[src/rtl/mpi_noc_out_arbiter.sv]
// mpi_noc_out_arbiter
// Merges N per-endpoint NoC output channels onto one registered output link.
// Arbitration is round-robin. A multi-flit packet locks its channel until
// the last flit is accepted, so packets never interleave.
//
// Handshake: a flit moves on any channel (input or output) only in a cycle
// where valid and ready are both high at the rising edge of clk. in_ready is
// derived from the arbiter state and the output stage, never from the same
// channel's in_valid, except in IDLE where in_valid picks the candidate.
// in_last is meaningful only while in_valid is high.
module mpi_noc_out_arbiter #(
    parameter int NOC_FLIT_WIDTH = 32,
    parameter int N              = 1,
    localparam int PTR_W         = (N > 1) ? $clog2(N) : 1
) (
    input  logic                        clk,
    input  logic                        rst,
    input  logic [N*NOC_FLIT_WIDTH-1:0] in_flit,
    input  logic [N-1:0]                in_last,
    input  logic [N-1:0]                in_valid,
    output logic [N-1:0]                in_ready,
    input  logic [N-1:0]                chan_en,
    output logic [NOC_FLIT_WIDTH-1:0]   out_flit,
    output logic                        out_last,
    output logic                        out_valid,
    input  logic                        out_ready,
    output logic [N-1:0]                grant,
    output logic                        busy,
    output logic [0:0]                  dbg_state,
    output logic [PTR_W-1:0]            dbg_rr_ptr
);

    localparam logic [0:0] ST_IDLE   = 1'b0;
    localparam logic [0:0] ST_LOCKED = 1'b1;

    logic [0:0]                state;
    logic [PTR_W-1:0]          rr_ptr;
    logic [PTR_W-1:0]          owner;
    logic [N-1:0]              cand;
    logic [PTR_W-1:0]          sel;
    logic                      found;
    int                        scan_idx;
    logic [N-1:0]              one_hot_sel;
    logic                      stage_free;
    logic                      xfer;
    logic [PTR_W-1:0]          mux_idx;
    logic [NOC_FLIT_WIDTH-1:0] mux_flit;
    logic                      mux_last;

    // Next round-robin position after channel p, wrapping N-1 -> 0.
    function automatic logic [PTR_W-1:0] ptr_inc(input logic [PTR_W-1:0] p);
        if (int'(p) == N - 1) begin
            return '0;
        end
        return p + 1'b1;
    endfunction

    assign cand       = in_valid & chan_en;
    assign stage_free = !out_valid || out_ready;

    // Cyclic search for the first enabled, valid channel at or after rr_ptr.
    always_comb begin
        sel      = '0;
        found    = 1'b0;
        scan_idx = 0;
        for (int i = 0; i < N; i++) begin
            scan_idx = int'(rr_ptr) + i;
            if (scan_idx >= N) begin
                scan_idx = scan_idx - N;
            end
            if (!found && cand[scan_idx]) begin
                sel   = PTR_W'(scan_idx);
                found = 1'b1;
            end
        end
    end

    // One-hot form of the selected channel.
    always_comb begin
        one_hot_sel      = '0;
        one_hot_sel[sel] = 1'b1;
    end

    // Ready goes only to the lock owner, or to the selected candidate in IDLE.
    always_comb begin
        in_ready = '0;
        if (!rst) begin
            if (state == ST_LOCKED) begin
                in_ready = grant & {N{stage_free}};
            end else if (found) begin
                in_ready = one_hot_sel & {N{stage_free}};
            end
        end
    end

    assign xfer    = |(in_valid & in_ready);
    assign mux_idx = (state == ST_LOCKED) ? owner : sel;

    // Route the accepted channel's flit and last marker to the output stage.
    always_comb begin
        mux_flit = '0;
        mux_last = 1'b0;
        for (int i = 0; i < N; i++) begin
            if (int'(mux_idx) == i) begin
                mux_flit = in_flit[i*NOC_FLIT_WIDTH +: NOC_FLIT_WIDTH];
                mux_last = in_last[i];
            end
        end
    end

    // Registered output stage: load on transfer, clear when drained.
    always_ff @(posedge clk) begin
        if (rst) begin
            out_valid <= 1'b0;
            out_flit  <= '0;
            out_last  <= 1'b0;
        end else if (xfer) begin
            out_valid <= 1'b1;
            out_flit  <= mux_flit;
            out_last  <= mux_last;
        end else if (out_ready) begin
            out_valid <= 1'b0;
        end
    end

    // Arbiter FSM: single-flit packets stay IDLE, longer ones lock the owner.
    always_ff @(posedge clk) begin
        if (rst) begin
            state  <= ST_IDLE;
            rr_ptr <= '0;
            grant  <= '0;
            owner  <= '0;
        end else begin
            case (state)
                ST_IDLE: begin
                    if (xfer) begin
                        if (mux_last) begin
                            rr_ptr <= ptr_inc(sel);
                        end else begin
                            state <= ST_LOCKED;
                            grant <= one_hot_sel;
                            owner <= sel;
                        end
                    end
                end
                ST_LOCKED: begin
                    if (xfer && mux_last) begin
                        state  <= ST_IDLE;
                        grant  <= '0;
                        rr_ptr <= ptr_inc(owner);
                    end
                end
                default: begin
                    state <= ST_IDLE;
                    grant <= '0;
                end
            endcase
        end
    end

    assign busy       = (state == ST_LOCKED) || out_valid;
    assign dbg_state  = state;
    assign dbg_rr_ptr = rr_ptr;

endmodule

[config.mk]
export PLATFORM = sky130hd
export DESIGN_NAME = mpi_noc_out_arbiter
export DESIGN_NICKNAME = d
export VERILOG_FILES = /design/src/rtl/mpi_noc_out_arbiter.sv
export SDC_FILE = /design/constraint.sdc
export NUM_CORES = 1
export LEC_CHECK = 0
export CAP_MARGIN = 20
export CORE_AREA = 4 4 66 68
export CTS_CLUSTER_DIAMETER = 50
export DETAILED_ROUTE_END_ITERATION = 10
export DIE_AREA = 0 0 70 72
export HOLD_SLACK_MARGIN = 0.06
export PLACE_DENSITY = 0.8
export SETUP_SLACK_MARGIN = 0.02
export SKIP_CTS_REPAIR_TIMING = 1
export SYNTH_ARGS = -nofsm -noshare
export SYNTH_HDL_FRONTEND = slang
export SYNTH_SLANG_ARGS = --single-unit
export TNS_END_PERCENT = 10
[constraint.sdc]
create_clock -name clk -period 3.9 [get_ports clk]
set_clock_uncertainty 0.2 [all_clocks]
set_input_delay 0.39 -clock clk [delete_from_list [all_inputs] [get_ports clk]]
set_output_delay 0.39 -clock clk [all_outputs]
set_load 0.05 [all_outputs]
Yosys cells after proc, flatten, opt, wreduce, memory -nomap -nowiden
Cells that the tools add are included.
W data, S select, Z words.
{"block": "word_totals", "out_inout_bits": 39, "elab_cells": 72, "regBits": 38, "inputBits": 38}
{"block": "op_classes", "bitwise": 6, "addsub": 3, "mux": 39, "n_reduce_logical": 9, "n_lt_le_gt_ge": 4, "n_eq_ne": 4}
{"operator": "$mux W32", "count": 2}
{"operator": "$mux W1", "count": 34}
{"operator": "$lt A32 B2 Y1 const B", "count": 1}
{"operator": "$reduce_and A3 Y1", "count": 3}
{"operator": "$ne A2 B2 Y1 const B", "count": 3}
{"operator": "$pmux W1 S2", "count": 3}
{"operator": "$and A1 B1 Y1", "count": 4}
{"operator": "$add A1 B1 Y1 const B", "count": 2}
{"operator": "$ge A1 B1 Y1 const B", "count": 2}
{"operator": "$logic_and A1 B1 Y1", "count": 2}
{"operator": "$logic_or A1 B1 Y1", "count": 2}
{"operator": "$ne A2 B1 Y1 const B", "count": 1}
{"operator": "$not A1 Y1", "count": 2}
{"operator": "$reduce_bool A2 Y1", "count": 1}
{"operator": "$sub A1 B1 Y2 const B", "count": 1}
{"operator": "$logic_not A1 Y1", "count": 1}
{"operator": "$lt A1 B1 Y1 const B", "count": 1}

Longest topological paths before layout
Gate-level depths: netlist of run 1.
{"block": "depth", "depth_word": 21, "depth_mapped": 6}

Worst setup path before layout of run 1
Ideal clock, no wire load.
{"block": "synth_timing", "path_type": "register -> output", "from": "register out_valid", "to": "output in_ready", "path_buffers": 2, "required_time_ns": 3.310, "arrival_time_ns": 2.068, "setup_slack_ns": 1.242, "stages_incl_launch_ff": 5, "cell_sequence": "dfxtp_1 nor2b_1 clkbuf_1 clkbuf_1 nor3_1"}
{"block": "synth_via", "elab_chain_len": 6}
{"element": "start: declaration", "line": "25", "source": "output logic out_valid,"}
{"element": "start signal: assignment", "line": "114", "source": "out_valid <= 1'b0;"}
{"element": "start signal: assignment", "line": "118", "source": "out_valid <= 1'b1;"}
{"element": "start signal: assignment", "line": "122", "source": "out_valid <= 1'b0;"}
{"element": "$logic_not A1 Y1 *", "line": "59", "source": "assign stage_free = !out_valid || out_ready;"}
{"element": "$logic_or A1 B1 Y1 *", "line": "59"}
{"element": "$and A1 B1 Y1", "line": "91", "source": "in_ready = one_hot_sel & {N{stage_free}};"}
{"element": "$mux W1", "line": "90", "source": "end else if (found) begin"}
{"element": "$mux W1 *", "line": "88", "source": "if (state == ST_LOCKED) begin"}
{"element": "$mux W1 *", "line": "87", "source": "if (!rst) begin"}
{"element": "end: declaration", "line": "21", "source": "output logic [N-1:0] in_ready,"}
Mark *: on every way between the ends. The rest lies on a longest branch, timed or not.

Final worst setup path of run 1
{"block": "layout_timing", "from": "input out_ready", "to": "output in_ready"}
{"block": "layout_via", "elab_chain_len": 5}
{"element": "start: declaration", "line": "26", "source": "input logic out_ready,"}
{"element": "$logic_or A1 B1 Y1 *", "line": "59"}
{"element": "$and A1 B1 Y1", "line": "91"}
{"element": "$mux W1", "line": "90"}
{"element": "$mux W1 *", "line": "88"}
{"element": "$mux W1 *", "line": "87"}
Marks and branches as above.

==> impl_metrics.csv, run 1 <==
group,metric,value,unit
worst_setup_path,timing.critical_path.arrival,2.23,ns
power,finalPower,0.0008589,W
global_routing,overflow,0,
power,switching_share,28.89,%
flow_run,cap_viol_max_count,0,
clock_tree,worst_setup_hold_path_clk_slew,0.06,ns
timing,layout_setup_ws,1.085,ns
power,power_report.internal_total,0.0006108,W
place,finalWeightedCongestion,0.6840,
synth,synth.avg_cell_area,8.802,um2
place,pre_cts_slack,1.063,ns
floorplan,initial_utilization,39.26,%
power,ir_worst_vdd,0.2502,mV
timing,min_period,2.815,ns
floorplan,dieHeight,72,um
min_path,worst_hold_path_type,"reg2reg",
worst_setup_path,critical_path.max_fanout,21,
layout,antenna-diode-count,0,
place,post-dp-hpwl,2662,um
route,detail_route.iter0.violations,92,
timing,timing.final.crit_share,72.18,%
synth,syn_inst,172,
timing,max_slew_margin,41.34,%
floorplan,chipWidth,70,um
worst_setup_path,crit_path_end_kind,"primary output",
global_routing,antenna_violations_before_repair,0,
global_routing,grt_first_pass_wirelength,6251,um
layout,post_route_cells_drive_above_1_share,5.809,%
route,via_count,1476,
timing,grt_setup_unrepaired,"no",
synth,flip_flop_and_latch_count_after_synthesis,36,
timing,drv_slew,0,
power,pwr-share-seq,46.2,%
clock_tree,cts_inserted_buffers,5,
worst_setup_path,critical-path-slowest-cell,"sky130_fd_sc_hd__clkdlybuf4s50_1",
synth,synth_sequential_area_ratio,47.60,%
route,drc,0,
floorplan,core-area,3856,um2
route,number_of_antenna_violating_nets_in_the_routed_design,0,
layout,nNetsFinal,278,
route,routed_length_per_instance,13.16,um
synth,yosys_warnings,0,
worst_setup_path,timing.setup.critical_path_class,"in2out",
worst_setup_path,timing.critical_path.slowest_cell_delay,0.73,ns
layout,design_area,2359,um2
synth,mappedNetlistNets,210,
timing,final_hold_viol_count,0,
clock_tree,tritoncts_num_sinks,36,
worst_setup_path,critical_path_cell_list,"clkdlybuf4s50_1 > nor2b_2 > nor3_1 > clkdlybuf4s50_1",
power,clockPowerShare,30.4,%
worst_setup_path,worst_ep_required_time,3.31,ns
layout,layout.cells.most_common_list,"75 x sky130_fd_sc_hd__clkdlybuf4s50_1, 36 x sky130_fd_sc_hd__dfxtp_1, 35 x sky130_fd_sc_hd__inv_1, 34 x sky130_fd_sc_hd__o311ai_0, 29 x sky130_fd_sc_hd__o21ai_1",
layout,most_frequent_standard_cell_in_the_layout_excluding_fill_and_tap_cells,"sky130_fd_sc_hd__clkdlybuf4s50_1",
route,drt-total-wl,3831,um
clock_tree,clk_latency,0.28,ns
clock_tree,tritoncts,"built",
synth,synth_area,1514,um2
layout,layout-area-overhead-vs-synth,55.78,%
place,instance_area_after_placement,2268,um2
clock_tree,clock_tree_buf_depth,2,
worst_setup_path,setup.worst_path.start_class,"input pin",
global_routing,number_of_global_route_vias_before_repair,1429,
worst_setup_path,critical-path-top-cell-by-count,"sky130_fd_sc_hd__clkdlybuf4s50_1",
route,route.detailed.vias_per_inst,5.072,
power,p_sw,0.0002481,W
synth,yosysUniqueCellTypes,21,
floorplan,fp.dieArea,5040,um2
timing,timing.fmax,355.2,MHz
global_routing,grtUsageTotal,15.04,%
route,firstDrtPassIters,4,
run_status,outcome,"finished, final reports clean",
timing,worst_pin_slew,0.8790,ns
clock_tree,ctsRootBufferMaster,"sky130_fd_sc_hd__clkbuf_8",
clock_tree,cts_htree_levels,2,
place,io_buffers,75,
timing,tns,0,ns
floorplan,row_count,23,
floorplan,pin_count,77,
power,power_density,364.2,nW/um2
power,power_frac_comb,23.4,%
timing,setup_violations,0,
global_routing,grt_start_max_net_pins,36,
power,leakagePower,0.9281,nW
[sequential cells by signal (all words and copies together), names as in the netlist, named ones only]
register and cells:
out_valid 1, out_last 1, out_flit 32, grant 1
[layer usage]
layer	vias to the layer above	routed length [um]	global-route usage, %
met5	-	0	0
met4	0	37	5.106
met3	4	295	5.679
met2	52	1847	26.86
met1	668	1650	16.47
li1	752	-	-
[through the flow]
step / hold WS [ns] / std cells / utilization [%]
6_report: 0.2843 / 291 / 61.16
5_1_grt: 0.3137 / 291 / 61.16
4_1_cts: 0.2886 / 291 / 61.16
3_5_place_dp: 0.2770 / 283 / 58.83
3_3_place_gp: 0.2705 / 283 / 58.83
2_1_floorplan: 0.2524 / 172 / -
[Yosys cell counts]
cell | n | share of area, %
sky130_fd_sc_hd__dfxtp_1 | 36 | 48
sky130_fd_sc_hd__inv_1 | 35 | 8.7
sky130_fd_sc_hd__o311ai_0 | 34 | 20
sky130_fd_sc_hd__o21ai_1 | 29 | 9.6
sky130_fd_sc_hd__clkbuf_1 | 12 | 3.0
sky130_fd_sc_hd__o21ai_0 | 6 | 2.0
sky130_fd_sc_hd__buf_6 | 3 | 2.2
sky130_fd_sc_hd__nor2b_1 | 3 | 1.2
sky130_fd_sc_hd__nor3_1 | 2 | 0.66
sky130_fd_sc_hd__a21oi_2 | 1 | 0.58
sky130_fd_sc_hd__a22oi_1 | 1 | 0.50
sky130_fd_sc_hd__a31oi_1 | 1 | 0.41
sky130_fd_sc_hd__and4_1 | 1 | 0.58
sky130_fd_sc_hd__buf_1 | 1 | 0.25
sky130_fd_sc_hd__buf_2 | 1 | 0.33
sky130_fd_sc_hd__buf_4 | 1 | 0.50
sky130_fd_sc_hd__conb_1 | 1 | 0.25
sky130_fd_sc_hd__mux2i_1 | 1 | 0.66
sky130_fd_sc_hd__nand2b_1 | 1 | 0.41
sky130_fd_sc_hd__or2_2 | 1 | 0.41
sky130_fd_sc_hd__or4_1 | 1 | 0.50
[area by class of cell]
class | count | area, um2
flip-flops and latches | 36 | 720.7
fillers | 362 | 1498
clock buffers | 8 | 90.09
repair buffers | 79 | 780.7
inverters | 35 | 131.4
multi-input cells | 83 | 573.1
well taps | 50 | 62.56
[kinds of logic after synthesis]
logic type,synth area share (%)
AOI/OAI and AO/OA,32.73
buffers and inverters,14.96
DFF,47.60
and+or+nand+nor,3.803
muxes,0.6612
other,0.2477
[power groups by stage]
stage          Combinational (W)  Sequential (W)  Clock, W
6_report                0.000201        0.000397  0.000261
5_1_grt                 0.000213        0.000399  0.000281
3_3_place_gp            0.000201        0.000405         0
3_5_place_dp            0.000202        0.000405         0
2_1_floorplan          0.0000500        0.000470         0
4_1_cts                 0.000203        0.000397  0.000265
[critical path, delay by kind of cell]
kind	cells	cell delay, ns
simple gates	2	0.68
buf+inv	2	1.15
[path summary, 6_finish.rpt]
kind / start / to / cells after the start / slack, ns
max reg2reg: out_valid / out_flit[18] / 4 / 1.73
min reg2reg: out_flit[28] / out_flit[28] / 2 / 0.28
max: out_ready / in_ready / 4 / 1.08
min: out_flit[28] / out_flit[28] / 2 / 0.28
Note: power is estimated with default switching activity, not from simulation.
==> inputs of run 2 (changes only) <==
Settings changed: CORE_AREA 4 4 66 68 to 4 4 68 70, DIE_AREA 0 0 70 72 to 0 0 72 74, PLACE_DENSITY 0.8 to 0.76.
Clock period 3.9 ns to 2.9 ns, I/O delays scaled along.
==> run 2 against run 1 <==
- critical endpoint is now busy
- largest power group unchanged
- global-route usage up 0.45 points
- worst setup slack worse by 0.35 ns
- sequential power up 34%
==> impl_metrics.csv, run 2 (synthesis results as in run 1) <==
group,metric,value,unit
clock_tree,ctsRootBufferMaster,"sky130_fd_sc_hd__clkbuf_8",
layout,layout-area-overhead-vs-synth,55.29,%
floorplan,row_count,23,
worst_setup_path,critical_path.max_fanout,7,
floorplan,pin_count,77,
min_path,worst_hold_path_type,"reg2reg",
route,drt-total-wl,4051,um
global_routing,grtUsageTotal,15.49,%
worst_setup_path,timing.critical_path.arrival,1.68,ns
route,route.top_layer_used,"met4",
route,routed-wl-met3,353,um
worst_setup_path,timing.rr.end,"out_flit[12]",
worst_setup_path,critPathBufInv,1,
worst_setup_path,critical-path-slowest-cell,"sky130_fd_sc_hd__clkdlybuf4s50_1",
route,drc,0,
route,routed_length_per_instance,13.92,um
route,m1WireLength,1789,um
place,io_buffers,75,
worst_setup_path,crit_cells,2,
layout,largest_register_ffs,32,
worst_setup_path,worst_ep_required_time,2.41,ns
worst_setup_path,worst_setup_path_endpoint,"busy",
power,power_report.internal_total,0.0007918,W
clock_tree,tritoncts_num_sinks,36,
clock_tree,clock_tree_buf_depth,2,
route,number_of_antenna_violating_nets_in_the_routed_design,0,
power,clockPowerShare,28.9,%
clock_tree,cts_inserted_buffers,5,
global_routing,overflow,0,
timing,final_hold_viol_count,0,
power,finalPower,0.001134,W
route,firstDrtPassIters,4,
route,via_count,1495,
clock_tree,tritoncts,"built",
power,switching_share,30.20,%
global_routing,grt_first_pass_wirelength,6499,um
layout,nNetsFinal,279,
route,detail_route.iter0.violations,85,
worst_setup_path,crit_path_end_kind,"primary output",
timing,grt_setup_unrepaired,"no",
floorplan,fp.dieArea,5328,um2
worst_setup_path,worst_path_dominant_cell_family,"buffers and inverters",
clock_tree,cts_htree_levels,2,
floorplan,initial_utilization,38.12,%
layout,antenna-diode-count,0,
floorplan,core-area,3971,um2
route,route.detailed.vias_per_inst,5.137,
power,p_sw,0.0003426,W
timing,worst_pin_slew,0.5275,ns
clock_tree,clk_latency,0.28,ns
place,post-dp-hpwl,2639,um
run_status,outcome,"finished, final reports clean",
floorplan,dieHeight,74,um
layout,post_route_cells_drive_above_1_share,6.639,%
layout,registers.top_by_ff_count,"out_flit",
timing,tns,0,ns
worst_setup_path,setup.worst_path.start_class,"register",
worst_setup_path,critical_path_cell_list,"or2_2 > clkdlybuf4s50_1",
global_routing,grt_start_max_net_pins,36,
power,leakagePower,0.9307,nW
global_routing,antenna_violations_before_repair,0,
timing,setup_violations,0,
power,power_frac_comb,24.0,%
layout,layout.cells.most_common_list,"74 x sky130_fd_sc_hd__clkdlybuf4s50_1, 36 x sky130_fd_sc_hd__dfxtp_1, 35 x sky130_fd_sc_hd__inv_1, 34 x sky130_fd_sc_hd__o311ai_0, 29 x sky130_fd_sc_hd__o21ai_1",
timing,drv_slew,0,
worst_setup_path,regToRegSetupSlack,1.23,ns
timing,timing.fmax,461.4,MHz
timing,max_slew_margin,64.72,%
layout,most_frequent_standard_cell_in_the_layout_excluding_fill_and_tap_cells,"sky130_fd_sc_hd__clkdlybuf4s50_1",
timing,min_period,2.167,ns
worst_setup_path,reg2regPathDepth,4,
power,ir_worst_vdd,0.2632,mV
worst_setup_path,timing.critical_path.slowest_cell_delay,0.79,ns
route,route.met2.wl,1877,um
worst_setup_path,timing.setup.critical_path_class,"reg2out",
flow_run,cap_viol_max_count,0,
power,power_density,482.5,nW/um2
place,finalWeightedCongestion,0.6869,
floorplan,chipWidth,72,um
clock_tree,worst_setup_hold_path_clk_slew,0.07,ns
global_routing,number_of_global_route_vias_before_repair,1377,
power,pwr-share-seq,47.0,%
timing,timing.final.crit_share,74.73,%
run 2: power by group through the flow:
stage                     clock network, W  logic (W)  registers (W)
after detailed placement                 0   0.000273       0.000545
after global routing              0.000361   0.000288       0.000537
after global placement                   0   0.000272       0.000544
after CTS                         0.000340   0.000274       0.000534
final                             0.000328   0.000273       0.000533
after floorplan                          0  0.0000673       0.000633
run 2: worst min path at each step:
stage            startpoint      endpoint  cells after the start
2_1_floorplan           rst     out_valid                      1
3_3_place_gp   out_flit[15]  out_flit[15]                      2
3_5_place_dp   out_flit[30]  out_flit[30]                      2
4_1_cts        out_flit[14]  out_flit[14]                      2
5_1_grt        out_flit[17]  out_flit[17]                      2
6_report       out_flit[14]  out_flit[14]                      2
run 2: area by class of cell:
cell class	instances	area, um2
multi-input cells	83	573.1
flip-flops and latches	36	720.7
clock inverters	1	5.005
clock buffers	6	72.57
fillers	383	1620
well taps	50	62.56
repair buffers	80	785.8
inverters	35	131.4
run 2: metrics by stage:
stage,std cells,hold WS [ns],setup slack (ns),cell area [um2],utilization (%)
after floorplan,172,0.1524,0.3418,1514,-
after global placement,284,0.2685,0.8718,2273,57.25
after detailed placement,284,0.2773,0.8173,2273,57.25
after CTS,291,0.2876,0.7191,2351,59.20
after global routing,291,0.3195,0.6632,2351,59.20
final,291,0.2852,0.7327,2351,59.20
run 2: tightest hold or removal path, stage by stage, from the launching register on:
cell and delay [ns]:
sky130_fd_sc_hd__dfxtp_1 0.31, sky130_fd_sc_hd__o311ai_0 0.07, sky130_fd_sc_hd__o21ai_1 0.06
run 2: metal layers:
metal / vias to the layer above / track usage (%)
met5: - / 0
met4: 0 / 5.637
met2: 53 / 23.67
met3: 4 / 6.081
met1: 682 / 19.95
li1: 756 / -
==> inputs of run 3 (changes only) <==
Settings changed: CORE_AREA 4 4 68 70 to 4 4 71 73, DIE_AREA 0 0 72 74 to 0 0 75 77, PLACE_DENSITY 0.76 to 0.73.
Clock period 2.9 ns to 1.76 ns, I/O delays scaled along.
==> run 3 against run 2 <==
- global-route usage decreased by 0.90 points
- non-clock buffer count rose by 6
- via count rose by 0.40%
- count of clock-buffer cells in the layout rose by 1
- register-to-register slack worse by 1.1 ns
- total power grew 66%
- largest cell class unchanged
- largest power group unchanged
==> impl_metrics.csv, run 3 (synthesis results as in run 1) <==
group,metric,value,unit
clock_tree,worst_setup_hold_path_clk_slew,0.07,ns
place,finalWeightedCongestion,0.7545,
global_routing,grt_first_pass_wirelength,6651,um
floorplan,chipWidth,75,um
route,firstDrtPassIters,4,
clock_tree,cts_htree_levels,2,
layout,post_route_cells_drive_above_1_share,25.81,%
global_routing,number_of_global_route_vias_before_repair,1474,
worst_setup_path,worst_ep_required_time,1.38,ns
clock_tree,clk_latency,0.28,ns
layout,largest_register_ffs,32,
global_routing,grtUsageTotal,14.59,%
timing,min_period,1.690,ns
min_path,worst_hold_path_type,"in2reg",
floorplan,row_count,24,
layout,fillerInstances,412,
floorplan,initial_utilization,34.77,%
global_routing,met1_usage,16.33,%
power,ir_worst_vdd,0.4948,mV
layout,post_layout_util,53.82,%
route,drt-total-wl,4270,um
worst_setup_path,critical-path-slowest-cell,"sky130_fd_sc_hd__clkdlybuf4s50_1",
layout,antenna-diode-count,0,
clock_tree,clock_tree_buf_depth,2,
worst_setup_path,critPathBufInv,2,
worst_setup_path,timing.setup.critical_path_class,"in2out",
timing,final_hold_viol_count,0,
route,via_count,1501,
global_routing,grt_start_max_net_pins,35,
floorplan,pin_count,77,
floorplan,core-area,4354,um2
worst_setup_path,timing.critical_path.arrival,1.31,ns
place,io_buffers,75,
power,leakagePower,1.041,nW
route,routed_length_per_instance,14.23,um
layout,design_area,2344,um2
worst_setup_path,critical_path.max_fanout,2,
timing,grt_setup_unrepaired,"yes",
worst_setup_path,worst_path_dominant_cell_family,"buffers and inverters",
place,post-dp-hpwl,2975,um
layout,area_of_combinational_cells_with_multiple_inputs,591.8,um2
layout,seqCellArea,732.0,um2
timing,timing.final.crit_share,96.01,%
worst_setup_path,setup.worst_path.start_class,"input pin",
worst_setup_path,critical_path_cell_list,"clkdlybuf4s50_1 > nor2b_4 > a22oi_1 > nor3_4 > buf_6",
global_routing,antenna_violations_before_repair,0,
place,dp_cells,292,
layout,layout-area-overhead-vs-synth,54.79,%
layout,most_frequent_standard_cell_in_the_layout_excluding_fill_and_tap_cells,"sky130_fd_sc_hd__buf_4",
clock_tree,ctsRootBufferMaster,"sky130_fd_sc_hd__clkbuf_8",
route,detail_route.iter0.violations,76,
global_routing,overflow,0,
route,drc,0,
route,route.detailed.vias_per_inst,5.003,
clock_tree,tritoncts_num_sinks,36,
global_routing,grtUsageMet2,25.00,%
timing,drv_slew,0,
layout,layout.cells.most_common_list,"48 x sky130_fd_sc_hd__buf_4, 37 x sky130_fd_sc_hd__clkdlybuf4s50_1, 35 x sky130_fd_sc_hd__inv_1, 34 x sky130_fd_sc_hd__o311ai_0, 33 x sky130_fd_sc_hd__dfxtp_1",
timing,timing.fmax,591.8,MHz
floorplan,fp.dieArea,5775,um2
global_routing,global_route.peak_usage_layer,"met2",
place,instance_area_after_placement,2251,um2
power,power_density,804.4,nW/um2
floorplan,dieHeight,77,um
run_status,outcome,"finished, final reports clean",
layout,fin_cells,300,
worst_setup_path,timing.critical_path.slowest_cell_delay,0.51,ns
route,number_of_antenna_violating_nets_in_the_routed_design,0,
clock_tree,tritoncts,"built",
clock_tree,cts_inserted_buffers,5,
timing,setup_violations,0,
worst_setup_path,crit_path_end_kind,"primary output",
layout,nNetsFinal,285,
flow_run,cap_viol_max_count,0,
layout,registers.top_by_ff_count,"out_flit",
global_routing,grt_util_met3,4.444,%
==> run 3: cell types whose count changed in the layout (fill, tap and decap cells not counted), sizes merged <==
cell and delta:
clkdlybuf4s50 -37, buf +43, clkbuf +1
==> run 3: metal layers <==
layer,vias up,share of wire [%]
met2,51,48
met4,0,1.4
met5,-,0
met1,677,42
li1,766,-
met3,7,8.9
==> run 3: through the flow <==
stage,setup WS (ns),hold WS (ns),total power [W],TNS [ns]
after floorplan,-0.03446,0.02927,0.001153,-0.4477
after global placement,-0.09283,0.2711,0.001342,-2.372
after detailed placement,-0.1501,0.2791,0.001344,-3.539
after CTS,0.01600,0.2225,0.001899,0
after global routing,0.01349,0.2239,0.001967,0
final,0.07019,0.2268,0.001885,0
==> run 3: worst register-to-register path, stage by stage (launching register included) <==
cell and delay, ns:
sky130_fd_sc_hd__dfxtp_4 0.35, sky130_fd_sc_hd__nor2b_2 0.16, sky130_fd_sc_hd__or4_1 0.50, sky130_fd_sc_hd__buf_4 0.23
sky130_fd_sc_hd__o21ai_0 0.15
==> run 3: final cells by class <==
type | count | share of cell area (%)
clock buffer | 7 | 3.257
clock inverter | 1 | 0.2136
inverter | 35 | 5.606
multi-input combinational | 83 | 25.25
sequential | 36 | 31.23
tap | 52 | 2.776
timing repair buffer | 86 | 31.66
==> run 3: final timing paths <==
| kind | depth (start not counted) | endpoint | startpoint | slack [ns] |
|---|---|---|---|---|
| worst max-delay path | 5 | in_ready | chan_en | 0.07 |
| worst max register to register | 4 | out_flit[12] | out_valid | 0.10 |
| worst min-delay path | 3 | out_flit[3] | in_flit[3] | 0.23 |
| worst min register to register | 2 | out_flit[10] | out_flit[10] | 0.29 |
==> run 3: where the power goes <==
group / switching, W / internal (W)
registers: 0.0000246 / 0.000855
clock network: 0.000279 / 0.000277
logic: 0.000276 / 0.000174
total: 0.000579 / 0.00131
